`config.mk`:
```
export PLATFORM = sky130hd
export DESIGN_NAME = msi_request_capture
export DESIGN_NICKNAME = d
export VERILOG_FILES = /design/src/rtl/msi_request_capture.sv
export SDC_FILE = /design/constraint.sdc
export NUM_CORES = 1
export LEC_CHECK = 0
export ABC_CLOCK_PERIOD_IN_PS = 1100
export CAP_MARGIN = 20
export CORE_MARGIN = 2
export CORE_UTILIZATION = 39
export DETAILED_ROUTE_END_ITERATION = 8
export GPL_TIMING_DRIVEN = 0
export PLACE_DENSITY_LB_ADDON = 0.08
export SLEW_MARGIN = 20
export SYNTH_ARGS = -nofsm -noshare
export SYNTH_HDL_FRONTEND = slang
export SYNTH_SLANG_ARGS = --single-unit
```
`constraint.sdc`:
```
create_clock -name CLK -period 1.1 [get_ports CLK]
set_clock_uncertainty 0.15 [all_clocks]
set_input_delay 0.22 -clock CLK [delete_from_list [all_inputs] [get_ports CLK]]
set_output_delay 0.22 -clock CLK [all_outputs]
set_load 0.01 [all_outputs]
```
`src/rtl/msi_request_capture.sv`:
```
// msi_request_capture
// Four-channel request capture and grant stage. Each asynchronous request
// line is synchronised, edge-detected and latched into a pending register.
// One pending channel at a time is presented as a 2-bit grant index, using
// the same priority order as the downstream encoder (channel 3 highest).
// The grant is held until the consumer acknowledges it. A repeated event on
// a channel that is still pending is recorded as a sticky overrun.

module msi_request_capture #(
    parameter int unsigned SYNC_STAGES = 2
) (
    input  logic       CLK,
    input  logic       RST_N,
    input  logic [3:0] REQ,
    input  logic [3:0] MASK,
    input  logic       ACK,
    input  logic       CLR,
    output logic [3:0] PEND,
    output logic       VALID,
    output logic [1:0] IDX,
    output logic       E,
    output logic [3:0] OVR
);

    localparam int unsigned CHAIN_W = SYNC_STAGES * 4;

    typedef enum logic {
        IDLE  = 1'b0,
        GRANT = 1'b1
    } state_t;

    state_t             state_q;
    state_t             state_d;

    // Flattened synchroniser chain: stage 0 occupies the low nibble, the
    // last stage (the synchronised output) the high nibble.
    logic [CHAIN_W-1:0] chain_q;
    logic [3:0]         sync_out;
    logic [3:0]         hist_q;

    logic [3:0]         rise;
    logic [3:0]         capture;
    logic [3:0]         ack_clr;
    logic [3:0]         ovr_set;
    logic [3:0]         pend_q;
    logic [3:0]         pend_d;
    logic [3:0]         ovr_q;
    logic [3:0]         ovr_d;
    logic [1:0]         idx_q;
    logic [1:0]         prio_idx;
    logic               load_grant;
    logic               release_grant;

    // Fixed-priority pick of the highest pending channel (3 wins over 0).
    function automatic logic [1:0] pick_highest(input logic [3:0] vec);
        logic [1:0] r;
        r = 2'd0;
        if (vec[3]) begin
            r = 2'd3;
        end else if (vec[2]) begin
            r = 2'd2;
        end else if (vec[1]) begin
            r = 2'd1;
        end else begin
            r = 2'd0;
        end
        return r;
    endfunction

    // Synchroniser chain and history flop for every request line.
    always_ff @(posedge CLK) begin
        if (!RST_N) begin
            chain_q <= '0;
            hist_q  <= '0;
        end else begin
            chain_q <= {chain_q[CHAIN_W-5:0], REQ};
            hist_q  <= sync_out;
        end
    end

    assign sync_out = chain_q[CHAIN_W-1 -: 4];

    // Edge detection, capture, acknowledge clear and overrun detection.
    // A new rise on the same edge as an acknowledge is a fresh event, so it
    // re-sets the pending bit and is not counted as an overrun.
    always_comb begin
        rise     = sync_out & ~hist_q;
        capture  = rise & MASK;
        ack_clr  = '0;
        if (release_grant) begin
            ack_clr = 4'b0001 << idx_q;
        end
        ovr_set  = capture & pend_q & ~ack_clr;
        pend_d   = (pend_q & ~ack_clr) | capture;
        ovr_d    = (CLR ? 4'b0000 : ovr_q) | ovr_set;
        prio_idx = pick_highest(pend_q);
    end

    // Pending and sticky overrun registers.
    always_ff @(posedge CLK) begin
        if (!RST_N) begin
            pend_q <= '0;
            ovr_q  <= '0;
        end else begin
            pend_q <= pend_d;
            ovr_q  <= ovr_d;
        end
    end

    // Grant state register.
    always_ff @(posedge CLK) begin
        if (!RST_N) begin
            state_q <= IDLE;
        end else begin
            state_q <= state_d;
        end
    end

    // Next-state logic: grant when something is pending, release on ACK.
    always_comb begin
        state_d = state_q;
        unique case (state_q)
            IDLE: begin
                if (pend_q != 4'b0000) begin
                    state_d = GRANT;
                end
            end
            GRANT: begin
                if (ACK) begin
                    state_d = IDLE;
                end
            end
            default: state_d = IDLE;
        endcase
    end

    // State-derived controls: load a new index only from IDLE, release only
    // from GRANT, so ACK in IDLE has no effect.
    always_comb begin
        load_grant    = (state_q == IDLE) && (pend_q != 4'b0000);
        release_grant = (state_q == GRANT) && ACK;
    end

    // Grant index register, frozen for the whole grant (no preemption).
    always_ff @(posedge CLK) begin
        if (!RST_N) begin
            idx_q <= '0;
        end else if (load_grant) begin
            idx_q <= prio_idx;
        end
    end

    assign PEND  = pend_q;
    assign OVR   = ovr_q;
    assign IDX   = idx_q;
    assign VALID = (state_q == GRANT);
    assign E     = |pend_q;

endmodule

```
==> results of run 1 <==
-- cell usage after synthesis --
library cell,instances,area (sq um)
dfxtp_1,23,460
and2_1,12,75.1
nand3b_1,8,60.1
a21oi_1,6,30.0
o31ai_1,6,45.0
o21ai_0,4,20.0
inv_1,2,7.51
inv_2,2,7.51
buf_2,1,5.00
nand2_1,1,3.75
nand3_1,1,5.00
nor4_4,1,21.3
o211a_1,1,10.0
o21bai_1,1,7.51
o311a_2,1,11.3
-- metrics by stage --
stage | hold WS [ns] | area (sq um)
after floorplan | 0.192 | 772
after global placement | 0.263 | 1040
after detailed placement | 0.272 | 1040
after CTS | 0.301 | 1250
after global routing | 0.306 | 1330
final | 0.295 | 1330
-- path summary, 6_finish.rpt --
path | startpoint | endpoint | slack, ns | depth (start not counted)
worst max-delay path | PEND[0] | E | -0.48 | 3
worst min-delay path | RST_N | chain_q[5] | 0.30 | 2
worst max register to register | PEND[0] | VALID | -0.37 | 5
worst min register to register | chain_q[3] | chain_q[7] | 0.30 | 1
-- area by class of cell --
cell class,instances,area (sq um),area share
multi-input cells,42,377,0.283
flip-flops and latches,23,489,0.367
repair buffers,39,382,0.287
plain buffers,1,7.51,0.00564
clock buffers,3,22.5,0.0169
well taps,27,33.8,0.0254
inverters,4,15.0,0.0113
clock inverters,1,5.00,0.00376
-- layer usage --
metal,vias to the layer above,track usage
li1,334,-
met1,322,0.198
met2,15,0.299
met3,2,0.0247
met4,0,0.0714
met5,-,0
-- timing repair --
| item | CTS | global route |
|---|---|---|
| hold endpoints to repair | 0 | 0 |
| buffers inserted | 10 | 9 |
| resized for setup | 97 | 10 |
| gates cloned | 0 | 0 |
| endpoints found under the setup margin | 27 | 23 |
| pin swaps | 8 | 8 |
-- where the power goes --
group / internal [mW] / total, mW / leakage, nW / switching [mW]
Sequential: 0.863 / 0.890 / 0.195 / 0.0271
Clock: 0.136 / 0.382 / 0.0177 / 0.246
Combinational: 0.176 / 0.304 / 0.331 / 0.128
Total: 1.17 / 1.58 / 0.544 / 0.401
-- worst max-delay path: cells and delay by family, from the launching register on --
family | cells | cell delay (ns)
simple gates | 1 | 0.33
flops | 1 | 0.37
buf+inv | 2 | 0.19
-- cell families (layout without fill, tap and decap cells) --
| group | after synthesis | in the layout | synth area share |
|---|---|---|---|
| simple gates | 23 | 23 | 0.215 |
| flops | 23 | 23 | 0.598 |
| compound gates | 19 | 19 | 0.161 |
| buf+inv | 5 | 48 | 0.0260 |
-- cells in the final DEF, fill, tap and decap left out, drive strengths merged, types with 2 or more instances in the layout --
cell,count
dfxtp,23
inv,4
buf,29
clkdlybuf4s50,9
o31ai,6
o21ai,4
nand3b,8
a21oi,6
dlygate4sd2,2
and2,12
clkbuf,3
-- sequential cells by signal (all words and copies together) (netlist names) --
signal,count
VALID,1
chain_q,8
OVR,4
PEND,4
IDX,2
hist_q,4
==> results.yml, run 1 <==
outcome:
  status: "finished with violations"
  violations: "setup timing"
placement:
  pre_cts_ws_ns: -0.470
  io_buffers: 23
  place_hpwl_um: 1030
  place.gp.congestion: 0.751
  dp.cells: 120
final_layout:
  antenna_cells: 0
  finalNonFillerCells: 140
  fin_nets: 126
  nFillCells: 144
  drive_gt1_frac: 0.522
  syn_to_final_growth_pct: 73.0
  fin_util: 0.700
hold_path:
  hold_path_class: "in2reg"
cts:
  cts_hold_buf: 0
  clock_sinks: 23
  htreeDepth: 1
  cts_made_buffers: 3
  clockBufferDepth: 2
  clock_latency_ns: 0.30
  cts-root-buf: "clkbuf_4"
  cts_tree: "built"
  cts.clk_slew.worst_paths_ns: 0.12
worst_setup_path:
  crit_fanout: 2
  cp_slowest_stage_delay_ns: 0.37
  critPathKind: "reg2out"
  cpMaxStageDelayCell: "dfxtp_4"
  cp_data_arrival_time_ns: 1.21
  path_cells: "nor4_4, inv_2, buf_6"
  crit_path_end_kind: "primary output"
  cp-start-kind: "flop"
  cp.required_ns: 0.73
synth:
  syn_area_sq_um: 769
  syn_avg_cell_area_sq_um: 11.0
  ys_seq_elements: 23
  synth_fp_nets: 82
  syn-instance-count: 70
  yosysSeqAreaShare: 0.598
  yosysUniqueCellTypes: 15
  yosysWarnings: 0
job:
  max_cap_violations: 0
pwr:
  vdd_drop_max_uv: 848
  leakagePower_nw: 0.544
  finalPower_mw: 1.58
  p_per_area_nw_per_um2: 1180
routing:
  antenna_left: 0
  firstDrtPassIters: 4
  drc: 0
  vias: 673
  met2_length_um: 1090
  wl_met3_um: 62
  highest_layer: "met4"
  viasPerCell: 4.81
  routedWlPerCell_um: 13.8
  drt-initial-drc-count: 5
  wl_um: 1940
  met1_length_um: 773
grt:
  grt_remaining_overflow: 0
  grt_max_degree: 14
  grt_pass1_vias: 691
  grt_pass1_wl_um: 3050
  grt_antenna_before_repair: 0
  grt_use_total: 0.167
timing:
  worst_slack_ns: -0.476
  final.setup.tns_ns: -2.35
  grt_setup_unrepaired: "yes"
  hold_viol: 0
  maxSlewViolCount: 0
  slew_headroom: 0.814
  fmax_ghz: 0.634
  min_period_over_period: 1.43
  finalCriticalPeriod_ns: 1.58
  tightestPinTransition_ns: 0.278
  setup_viol: 17
die:
  start_util: 0.405
  dieWidth_um: 48.4
  die_area_sq_um: 2340
  ios: 24
  die_h_um: 48.4
  rows: 16
  core_sq_um: 1900
Power figures use the tool's default switching activity.
==> run 2, diff against run 1 <==
--- a/config.mk
+++ b/config.mk
@@ -5,10 +5,10 @@
 export SDC_FILE = /design/constraint.sdc
 export NUM_CORES = 1
 export LEC_CHECK = 0
-export ABC_CLOCK_PERIOD_IN_PS = 1100
+export ABC_CLOCK_PERIOD_IN_PS = 1900
 export CAP_MARGIN = 20
 export CORE_MARGIN = 2
-export CORE_UTILIZATION = 39
+export CORE_UTILIZATION = 47
 export DETAILED_ROUTE_END_ITERATION = 8
 export GPL_TIMING_DRIVEN = 0
 export PLACE_DENSITY_LB_ADDON = 0.08
==> constraint.sdc (replaced) <==
create_clock -name CLK -period 1.9 [get_ports CLK]
set_clock_uncertainty 0.15 [all_clocks]
set_input_delay 0.38 -clock CLK [delete_from_list [all_inputs] [get_ports CLK]]
set_output_delay 0.38 -clock CLK [all_outputs]
set_load 0.01 [all_outputs]
==> run 2 against run 1 <==
Against the previous run: the flow now finishes without violations; cell count down 17%; worst hold slack worse by 0.0021 ns; sequential share of layout area up 6.7 points; global-route usage down 1.4 points; sequential power down 42%; flip-flop and latch count unchanged; core utilization up 0.61 points; power down 47%.
==> results.yml, run 2 (synthesis gave the netlist of run 1 again) <==
cts:
  cts_hold_buf: 0
  cts-root-buf: "clkbuf_4"
  cts_made_buffers: 3
  clock_sinks: 23
  cts_tree: "built"
  clock_latency_ns: 0.30
  clockBufferDepth: 2
  cts.clk_slew.worst_paths_ns: 0.12
  htreeDepth: 1
routing:
  antenna_left: 0
  vias: 618
  routedWlPerCell_um: 12.0
  drc: 0
  viasPerCell: 5.33
  wl_um: 1400
  firstDrtPassIters: 4
  drt-initial-drc-count: 20
final_layout:
  fin_nets: 113
  final_cell_mix: "clkdlybuf4s50_1 (22), dfxtp_1 (19), and2_1 (12)"
  largest_register: "chain_q"
  syn_to_final_growth_pct: 39.8
  largest_reg_flops: 8
  drive_gt1_frac: 0.150
  nFillCells: 127
  antenna_cells: 0
  final_common_cell: "clkdlybuf4s50_1"
placement:
  pre_cts_ws_ns: 0.134
  io_buffers: 23
  place_hpwl_um: 1040
  place.gp.congestion: 0.848
grt:
  grt_pass1_wl_um: 2210
  grt_max_degree: 13
  grt_pass1_vias: 552
  grt_use_total: 0.153
  grt_remaining_overflow: 0
  grt_antenna_before_repair: 0
worst_setup_path:
  crit_fanout: 4
  crit_path_end_kind: "primary output"
  cp.required_ns: 1.37
  cp.depth: 3
  cp_slowest_stage_delay_ns: 0.38
  cp-start-kind: "flop"
  path_buf_inv: 2
  critPathTopFamily: "flip-flops"
  critPathKind: "reg2out"
  cp_data_arrival_time_ns: 1.28
  path_cells: "nor4_4, inv_2, clkdlybuf4s15_1"
  ff2ff_path_depth: 5
  cpMaxStageDelayCell: "dfxtp_4"
die:
  die_area_sq_um: 1980
  dieWidth_um: 44.5
  core_sq_um: 1520
  start_util: 0.505
  rows: 14
  ios: 24
  die_h_um: 44.5
timing:
  maxSlewViolCount: 0
  fmax_ghz: 0.551
  tightestPinTransition_ns: 0.335
  hold_viol: 0
  worst_slack_ns: 0.0867
  min_period_over_period: 0.954
  slew_headroom: 0.775
  finalCriticalPeriod_ns: 1.81
  grt_setup_unrepaired: "no"
  final.setup.tns_ns: 0
  setup_viol: 0
pwr:
  vdd_drop_max_uv: 647
  leakagePower_nw: 0.410
  p_per_area_nw_per_um2: 778
hold_path:
  hold_path_depth: 1
  hold_path_class: "reg2reg"
job:
  max_cap_violations: 0
outcome:
  status: "finished clean"
[run 2: cell count changes in the layout (fill, tap and decap cells not counted), moves of 3 or more]
cell	previous run	this run
clkdlybuf4s50_1	9	22
o21ai_0	0	4
dfxtp_4	6	1
buf_6	17	0
buf_4	12	3
o21ai_2	3	0
dfxtp_1	12	19
[run 2: per-layer routing]
layer | track usage | vias to the layer above | part of all wire
met5 | 0 | - | 0
met4 | 0.0909 | 0 | 0.012
met3 | 0.0327 | 4 | 0.050
met2 | 0.261 | 18 | 0.49
met1 | 0.172 | 288 | 0.45
li1 | - | 308 | -
[run 2: where the power goes]
| group | internal, mW | switching (mW) | leakage (nW) | total (mW) |
|---|---|---|---|---|
| sequential | 0.502 | 0.0163 | 0.190 | 0.518 |
| clock | 0.0817 | 0.133 | 0.0150 | 0.214 |
| combinational | 0.0653 | 0.0390 | 0.205 | 0.104 |
| total | 0.649 | 0.188 | 0.410 | 0.837 |
[run 2: metrics by stage]
step           cell area (sq um)  hold slack, ns  total power, mW   util  std cells
5_1_grt                     1080           0.308            0.872  0.706        116
3_5_place_dp                1020           0.270            0.627  0.669        109
3_3_place_gp                1020           0.264            0.624  0.669        109
6_report                    1080           0.293            0.837  0.706        116
2_1_floorplan                769           0.262            0.568      -         70
4_1_cts                     1050           0.298            0.836  0.692        114
[run 2: final cells by class]
type	instances	area (sq um)	share of cell area
Sequential cell	23	468	0.435
Timing Repair Buffer	26	253	0.235
Multi-Input combinational cell	42	289	0.269
Inverter	4	15.0	0.0140
Tap cell	16	20.0	0.0186
Clock buffer	4	26.3	0.0244
Buffer	1	5.00	0.00465
[run 2: timing repair]
item / in CTS / in global routing
setup buffers: 1 / 2
pin swaps: 1 / 1
gates resized for setup: 3 / 4
cloned: 0 / 0
setup endpoints to repair: 1 / 3
[run 2: path summary, 6_finish.rpt]
| check | end | slack, ns | start |
|---|---|---|---|
| max | E | 0.09 | PEND[3] |
| min | chain_q[4] | 0.29 | chain_q[0] |
| max reg2reg | IDX[0] | 0.49 | PEND[3] |
| min reg2reg | chain_q[4] | 0.29 | chain_q[0] |
[run 2: worst register-to-register path, stage by stage (launching register included)]
cell	delay, ns
dfxtp_4	0.38
nor4_4	0.32
buf_4	0.16
buf_4	0.10
o21ai_0	0.07
o311a_2	0.14
==> run 3, diff against run 2 <==
--- a/config.mk
+++ b/config.mk
@@ -5,10 +5,11 @@
 export SDC_FILE = /design/constraint.sdc
 export NUM_CORES = 1
 export LEC_CHECK = 0
-export ABC_CLOCK_PERIOD_IN_PS = 1900
+export ABC_CLOCK_PERIOD_IN_PS = 2340
 export CAP_MARGIN = 20
 export CORE_MARGIN = 2
 export CORE_UTILIZATION = 47
+export CTS_CLUSTER_SIZE = 16
 export DETAILED_ROUTE_END_ITERATION = 8
 export GPL_TIMING_DRIVEN = 0
 export PLACE_DENSITY_LB_ADDON = 0.08
==> constraint.sdc (replaced) <==
create_clock -name CLK -period 2.34 [get_ports CLK]
set_clock_uncertainty 0.15 [all_clocks]
set_input_delay 0.468 -clock CLK [delete_from_list [all_inputs] [get_ports CLK]]
set_output_delay 0.468 -clock CLK [all_outputs]
set_load 0.01 [all_outputs]
==> run 3 against run 2 <==
Against the previous run: via count is 2.8% lower; critical path type unchanged; die area did not move; highest routed layer unchanged; setup slack gained 0.061 ns; final area shrank 2.8%; flip-flop and latch count did not move; first-iteration DRC count shrank 40%.
==> results.yml, run 3 (synthesis gave the netlist of run 1 again) <==
outcome:
  status: "finished clean"
hold_path:
  hold_end: "chain_q[4]"
  hold_start: "chain_q[0]"
  hold_path_depth: 1
  hold_path_class: "reg2reg"
pwr:
  finalPower_mw: 0.672
  internal_power_mw: 0.523
  swShare: 0.223
  vdd_drop_max_uv: 524
  power_frac_comb: 0.116
  switchingPower_mw: 0.150
  p_clk_frac: 0.258
  p_per_area_nw_per_um2: 643
  p_seq_frac: 0.625
  leakagePower_nw: 0.393
cts:
  clockBufferDepth: 2
  cts-root-buf: "clkbuf_4"
  clock_latency_ns: 0.29
  clock_sinks: 23
  post_cts_resize_count: 0
  cts_hold_buf: 0
  cts_made_buffers: 3
  cts_tree: "built"
  htreeDepth: 1
  post_cts_buffers: 0
  cts.clk_slew.worst_paths_ns: 0.12
timing:
  finalCriticalPeriod_ns: 2.19
  maxSlewViolCount: 0
  grt_setup_unrepaired: "no"
  setup_viol: 0
  slew_headroom: 0.775
  hold_viol: 0
  final.setup.tns_ns: 0
  tightestPinTransition_ns: 0.335
  min_period_over_period: 0.937
  fmax_ghz: 0.456
die:
  die_h_um: 44.5
  ios: 24
  dieWidth_um: 44.5
  core_sq_um: 1520
  rows: 14
  die_area_sq_um: 1980
  start_util: 0.505
routing:
  firstDrtPassIters: 3
  drt-initial-drc-count: 12
  routedWlPerCell_um: 11.8
  vias: 601
  wl_um: 1330
  antenna_left: 0
  drc: 0
  viasPerCell: 5.32
worst_setup_path:
  crit_path_start: "PEND[3]"
  reg2reg_to: "OVR[1]"
  ff2ff_path_depth: 3
  cp_data_arrival_time_ns: 1.57
  cp-start-kind: "flop"
  cp.depth: 3
  r2r_slack_ns: 1.04
  path_buf_inv: 2
  crit_path_end_kind: "primary output"
  cpMaxStageDelayCell: "clkdlybuf4s50_1"
  path_cells: "nor4_4, inv_2, clkdlybuf4s50_1"
  crit_fanout: 5
  critPathTopFamily: "buffers and inverters"
  critPathKind: "reg2out"
  cp.required_ns: 1.72
  reg2reg_from: "VALID"
  cp_slowest_stage_delay_ns: 0.47
placement:
  place.gp.congestion: 0.848
  io_buffers: 23
  place_hpwl_um: 1040
final_layout:
  drive_gt1_frac: 0.0825
  fin_nets: 110
  antenna_cells: 0
  largest_register: "chain_q"
  final_cell_mix: "dfxtp_1 (23), clkdlybuf4s50_1 (23), and2_1 (12)"
  largest_reg_flops: 8
  syn_to_final_growth_pct: 35.9
grt:
  grt_pass1_wl_um: 2190
  grt_max_degree: 13
  grt_remaining_overflow: 0
  grt_antenna_before_repair: 0
  grt_pass1_vias: 542
  grt_use_total: 0.152
job:
  max_cap_violations: 0
==> run 3: worst reg2reg max path, delay by kind of cell, from the launching register on <==
| kind | cells | cell delay [ns] |
|---|---|---|
| AO/OA/AOI/OAI | 2 | 0.44 |
| flip-flops | 1 | 0.46 |
| AND/OR/NAND/NOR | 1 | 0.14 |
==> run 3: layout make-up <==
class / count / area (sq um)
multi-input combinational: 42 / 289
timing repair buffer: 23 / 230
clock buffer: 4 / 26.3
tap: 16 / 20.0
buffer: 1 / 5.00
fill: 131 / 478
inverter: 4 / 15.0
sequential: 23 / 460
==> run 3: power groups by stage <==
| stage | Clock [mW] | Sequential, mW | Combinational (mW) |
|---|---|---|---|
| after floorplan | 0 | 0.431 | 0.0303 |
| after CTS | 0.177 | 0.421 | 0.0795 |
| final | 0.173 | 0.420 | 0.0783 |
| after global placement | 0 | 0.429 | 0.0774 |
| after detailed placement | 0 | 0.430 | 0.0792 |
| after global routing | 0.192 | 0.423 | 0.0858 |
==> run 3: per-layer routing <==
metal / routed length [um] / part of all wire / global-route usage
met1: 598 / 0.45 / 0.175
met2: 646 / 0.48 / 0.261
met3: 71 / 0.053 / 0.0286
met4: 17 / 0.013 / 0.0848
met5: 0 / 0 / 0
==> run 3: worst max path at each step <==
stage | end | slack, ns
finish | E | 0.15
global route | E | 0.07
global placement | E | 0.50
CTS | E | 0.14
detailed placement | E | 0.49
floorplan | E | 0.96
==> run 3: stage by stage <==
step	area [sq um]	hold WS [ns]	cells	worst slack, ns	utilization
finish	1050	0.293	113	0.148	0.686
global route	1050	0.308	113	0.0718	0.686
CTS	1050	0.298	113	0.144	0.686
detailed placement	1020	0.270	109	0.486	0.669
global placement	1020	0.264	109	0.502	0.669
floorplan	769	0.262	70	0.959	-
==> RTL change 1 (config.mk and constraints of run 2) <==
Make the reset (`RST_N`) asynchronous in 4 clocked blocks.
--- a/src/rtl/msi_request_capture.sv
+++ b/src/rtl/msi_request_capture.sv
@@ -68,7 +68,7 @@
     endfunction
 
     // Synchroniser chain and history flop for every request line.
-    always_ff @(posedge CLK) begin
+    always_ff @(posedge CLK or negedge RST_N) begin
         if (!RST_N) begin
             chain_q <= '0;
             hist_q  <= '0;
@@ -97,7 +97,7 @@
     end
 
     // Pending and sticky overrun registers.
-    always_ff @(posedge CLK) begin
+    always_ff @(posedge CLK or negedge RST_N) begin
         if (!RST_N) begin
             pend_q <= '0;
             ovr_q  <= '0;
@@ -108,7 +108,7 @@
     end
 
     // Grant state register.
-    always_ff @(posedge CLK) begin
+    always_ff @(posedge CLK or negedge RST_N) begin
         if (!RST_N) begin
             state_q <= IDLE;
         end else begin
@@ -142,7 +142,7 @@
     end
 
     // Grant index register, frozen for the whole grant (no preemption).
-    always_ff @(posedge CLK) begin
+    always_ff @(posedge CLK or negedge RST_N) begin
         if (!RST_N) begin
             idx_q <= '0;
         end else if (load_grant) begin
Function: differs if RST_N is asserted again (counterexample within 4 cycles, from zero or initial values and one cycle with RST_N low); with RST_N held inactive, the same outputs for 10 cycles.
==> RTL change 1 against run 2 <==
The flow now finishes with violations (setup timing). Hold slack lost 0.080 ns. Wire length shrank 3.4%. Critical path depth shrank 1. Design area grew 1.0%. Highest routed layer is now met3. Critical path type unchanged. First-iteration DRC count shrank 55%. Count of clock-buffer cells in the layout is the same. Non-clock buffer count grew 1. Synthesized area is the same. Global-route usage is essentially flat. Sequential cell count is the same. Setup slack lost 0.095 ns.
Power is not compared: it rests on default switching activity, and its combinational part moved more than twofold at a synthesized area within 25%.
==> RTL change 1: results (changes against run 2) <==
<table>
<tr><th>Metric</th><th>Value</th></tr>
<tr><th colspan="2">Layout</th></tr>
<tr><td>Number of nets at the end of the flow</td><td>101 (-11%)</td></tr>
<tr><td>Layout cell share with drive strength beyond 1</td><td>0.148 (-0.00227)</td></tr>
<tr><td>Layout-stage area growth over the synthesis result</td><td>41.3%</td></tr>
<tr><td>Fillers</td><td>128 (+0.79%)</td></tr>
<tr><th colspan="2">Clocking</th></tr>
<tr><td>Setup repair bufs after CTS</td><td>3 (+2)</td></tr>
<tr><td>Number of gates resized after CTS</td><td>6 (+3)</td></tr>
<tr><th colspan="2">Setup path</th></tr>
<tr><td>Reg-to-Reg End</td><td>VALID</td></tr>
<tr><td>Reg-to-reg critical path startpoint</td><td>PEND[1]</td></tr>
<tr><td>Launching instance or port of the critical path</td><td>PEND[1]</td></tr>
<tr><td>Reg2Reg Setup Slack</td><td>0.40 ns (-0.09 ns)</td></tr>
<tr><td>FF-to-FF path depth</td><td>3 (-2)</td></tr>
<tr><td>Peak fanout along the critical path</td><td>2 (-2)</td></tr>
<tr><th colspan="2">Outcome</th></tr>
<tr><td>Result of the run</td><td>finished, violations left</td></tr>
<tr><td>Violations in the final reports</td><td>setup timing</td></tr>
<tr><th colspan="2">Synth</th></tr>
<tr><td>Sequential share of the synthesized area</td><td>0.748 (+0.150)</td></tr>
<tr><td>Flip-flop cell with the highest count after synthesis</td><td>sky130_fd_sc_hd__dfrtp_1</td></tr>
<tr><td>Net Count, Synth</td><td>68 (-17%)</td></tr>
<tr><td>Most frequent cells after synthesis</td><td>sky130_fd_sc_hd__dfrtp_1 (23), sky130_fd_sc_hd__inv_1 (7), sky130_fd_sc_hd__nand2_1 (6), sky130_fd_sc_hd__nand3b_1 (4), sky130_fd_sc_hd__o22ai_1 (4)</td></tr>
<tr><th colspan="2">Min path</th></tr>
<tr><td>Hold wc startpoint</td><td>chain_q[0]</td></tr>
<tr><th colspan="2">Global route</th></tr>
<tr><td>First-pass GRT wire length</td><td>2170 um (-2.2%)</td></tr>
<tr><td>Pin count of the biggest net entering global routing</td><td>24 (+11)</td></tr>
<tr><td>Global Route Usage Sum</td><td>0.152 (-0.000423)</td></tr>
<tr><td>Vias in the first global route</td><td>515 (-6.7%)</td></tr>
<tr><th colspan="2">Detailed routing</th></tr>
<tr><td>Final wirelength</td><td>1350 um (-3.4%)</td></tr>
<tr><th colspan="2">STA</th></tr>
<tr><td>Tightest slew margin relative to the limit</td><td>0.667 (-0.108)</td></tr>
<tr><td>Final worst hold slack</td><td>0.214 ns (-0.0796 ns)</td></tr>
<tr><td>Final setup violation count</td><td>1 (+1)</td></tr>
<tr><td>Worst path setup slack after routing</td><td>-0.00809 ns (-0.0948 ns)</td></tr>
</table>
==> RTL change 1: where the power goes <==
group          switching, mW  internal, mW  total, mW
logic                  0.176         0.245      0.421
clock network          0.136        0.0817      0.217
registers             0.0774         0.579      0.656
==> RTL change 1: cell type report <==
| type | count | area [um^2] | area share |
|---|---|---|---|
| Sequential cell | 23 | 578 | 0.532 |
| Tap cell | 16 | 20.0 | 0.0184 |
| Multi-Input combinational cell | 26 | 168 | 0.154 |
| Clock buffer | 4 | 26.3 | 0.0242 |
| Timing Repair Buffer | 28 | 269 | 0.247 |
| Inverter | 7 | 26.3 | 0.0242 |
==> RTL change 1: critical path, stage by stage, from the launching register on <==
cell and delay (ns):
sky130_fd_sc_hd__dfrtp_1 0.40, sky130_fd_sc_hd__or4_4 0.54, sky130_fd_sc_hd__buf_6 0.14
==> RTL change 1: through the flow <==
step	setup slack (ns)	instances	setup TNS [ns]	total power, mW	cell area [um^2]
after floorplan	0.376	56	0	0.809	769
after global placement	-0.0833	95	-0.0833	1.03	1020
after detailed placement	-0.0893	95	-0.0893	1.04	1020
after CTS	-0.00510	102	-0.00510	1.28	1070
after global routing	-0.0365	104	-0.0365	1.36	1090
final	-0.00809	104	-0.00809	1.29	1090
==> RTL change 1: logic make-up after synthesis <==
family / count (synthesis) / share of synthesized area
flops: 23 / 0.748
simple gates: 13 / 0.0943
compound gates: 12 / 0.111
buf+inv: 7 / 0.0342
mux: 1 / 0.0130
==> RTL change 1: per-layer routing <==
metal,GRT usage,part of all wire,vias to the layer above
met5,0,0,-
met4,0.0545,0,0
met3,0.0286,0.067,0
met2,0.255,0.49,19
met1,0.197,0.44,262
li1,-,-,255
==> RTL change 2 (flow settings as in run 2) <==
Without the edit above. Set the parameter `SYNC_STAGES` to 4 (it was 2).
--- a/src/rtl/msi_request_capture.sv
+++ b/src/rtl/msi_request_capture.sv
@@ -7,7 +7,7 @@
 // a channel that is still pending is recorded as a sticky overrun.
 
 module msi_request_capture #(
-    parameter int unsigned SYNC_STAGES = 2
+    parameter int unsigned SYNC_STAGES = 4
 ) (
     input  logic       CLK,
     input  logic       RST_N,
Behaviour: not the same (Yosys sat finds a counterexample within 4 cycles, from zero or initial values and one cycle with RST_N low).
==> RTL change 2 against run 2 <==
Power is 27% higher. Sequential cell count is 8 higher. Setup slack worse by 0.0081 ns. Register-to-register slack better by 0.12 ns. Synthesized area is 28% higher. Hold slack worse by 0.0073 ns. Design area is 21% higher. Count of clock-buffer cells in the layout is 2 higher. Wire length is 21% higher. Critical path type unchanged. Critical endpoint is now IDX[0]. Highest routed layer unchanged.
==> RTL change 2: results (changes against run 2) <==
<table>
<tr><th>Metric</th><th>Value</th></tr>
<tr><th colspan="2">Outcome</th></tr>
<tr><td>Result of the run</td><td>completed</td></tr>
<tr><th colspan="2">Setup path</th></tr>
<tr><td>CP peak stage delay</td><td>0.57 ns (+0.19 ns)</td></tr>
<tr><td>Peak fanout along the critical path</td><td>5 (+1)</td></tr>
<tr><th colspan="2">Clocking</th></tr>
<tr><td>Clock-pin slew on the worst setup and hold paths</td><td>0.08 ns (-0.04 ns)</td></tr>
<tr><td>Worst-skew pair later-pin latency</td><td>0.32 ns (+0.02 ns)</td></tr>
<tr><td>Cts bufs inserted</td><td>5 (+2)</td></tr>
<tr><th colspan="2">Layout</th></tr>
<tr><td>Largest register FFs</td><td>16 (+8)</td></tr>
<tr><td>Layout-stage area growth over the synthesis result</td><td>32.1%</td></tr>
<tr><td>Clock buf count</td><td>6 (+2)</td></tr>
<tr><td>Non-clock buffer total of the final layout</td><td>26 (-3.7%)</td></tr>
<tr><td>Fillers</td><td>187 (+47%)</td></tr>
<tr><td>Number of nets at the end of the flow</td><td>130 (+15%)</td></tr>
<tr><td>Multi-input comb cells</td><td>50 (+19%)</td></tr>
<tr><th colspan="2">Synth</th></tr>
<tr><td>Seq cells post-synth</td><td>31 (+35%)</td></tr>
<tr><td>Most frequent cells after synthesis</td><td>sky130_fd_sc_hd__dfxtp_1 (31), sky130_fd_sc_hd__and2_1 (20), sky130_fd_sc_hd__nand3b_1 (8), sky130_fd_sc_hd__a21oi_1 (6), sky130_fd_sc_hd__o31ai_1 (6)</td></tr>
<tr><td>Sequential share of the synthesized area</td><td>0.629 (+0.0311)</td></tr>
<tr><td>Net Count, Synth</td><td>99 (+21%)</td></tr>
<tr><td>Post-synthesis compound-gate area fraction</td><td>0.128 (-0.0328)</td></tr>
<tr><td>Syn Area/Cell</td><td>11.3 um^2 (+3.1%)</td></tr>
<tr><th colspan="2">Pwr</th></tr>
<tr><td>Static power due to leakage</td><td>0.498 nW (+21%)</td></tr>
<tr><td>Peak ir drop on the vdd network</td><td>0.000518 V (-20%)</td></tr>
<tr><th colspan="2">Global route</th></tr>
<tr><td>First-pass GRT wire length</td><td>2860 um (+29%)</td></tr>
<tr><th colspan="2">STA</th></tr>
<tr><td>Tightest slew margin relative to the limit</td><td>0.746 (-0.0281)</td></tr>
<tr><th colspan="2">Placed design</th></tr>
<tr><td>RD Place Congestion</td><td>0.760 (-10%)</td></tr>
<tr><td>Cell area after placement</td><td>1250 um^2 (+23%)</td></tr>
<tr><td>Placed wire-length estimate after detailed placement</td><td>1180 um (+13%)</td></tr>
</table>
==> RTL change 2: cell types whose count changed in the layout (fill, tap and decap cells not counted), sizes merged <==
cell / before / now
o21bai: 1 / 2
buf: 4 / 2
dfxtp: 23 / 31
and2: 12 / 20
clkdlybuf4s15: 1 / 0
clkbuf: 4 / 8
o21ai: 4 / 3
==> RTL change 2: through the flow <==
stage / setup slack (ns) / total power [mW] / instances / util
floorplan: 0.600 / 0.715 / 87 / -
global placement: 0.137 / 0.756 / 137 / 0.637
detailed placement: 0.133 / 0.758 / 137 / 0.637
CTS: 0.00319 / 1.08 / 144 / 0.662
global route: 0.00994 / 1.12 / 144 / 0.664
finish: 0.0786 / 1.06 / 144 / 0.664
==> RTL change 2: repair_timing <==
item	CTS	global route
resized for setup	2	7
endpoints found under the setup margin	2	4
pin swaps	1	1
endpoints found under the hold margin	0	0
buffers inserted	1	0
gates cloned	0	0
==> RTL change 2: cells by family after synthesis <==
logic type | Yosys count
flops | 31
compound gates | 19
buf+inv | 6
simple gates | 31
==> RTL change 2: worst paths after layout <==
path / depth (start not counted) / slack (ns) / endpoint / from
setup / recovery: 1 / 0.08 / IDX[0] / IDX[0]
hold / removal: 1 / 0.29 / chain_q[13] / chain_q[9]
setup reg to reg: 4 / 0.61 / IDX[0] / PEND[3]
hold reg to reg: 1 / 0.29 / chain_q[13] / chain_q[9]
==> RTL change 2: power breakdown <==
part	switching (mW)	internal, mW	leakage, nW
combinational	0.0258	0.0428	0.219
sequential	0.00854	0.665	0.255
clock	0.191	0.131	0.0242
==> RTL change 2: per-layer routing <==
metal | global-route usage | vias to the layer above | wire length (um)
met5 | 0 | - | 0
met4 | 0.0972 | 0 | 44
met3 | 0.0848 | 5 | 103
met2 | 0.258 | 21 | 863
met1 | 0.169 | 331 | 681
li1 | - | 356 | -
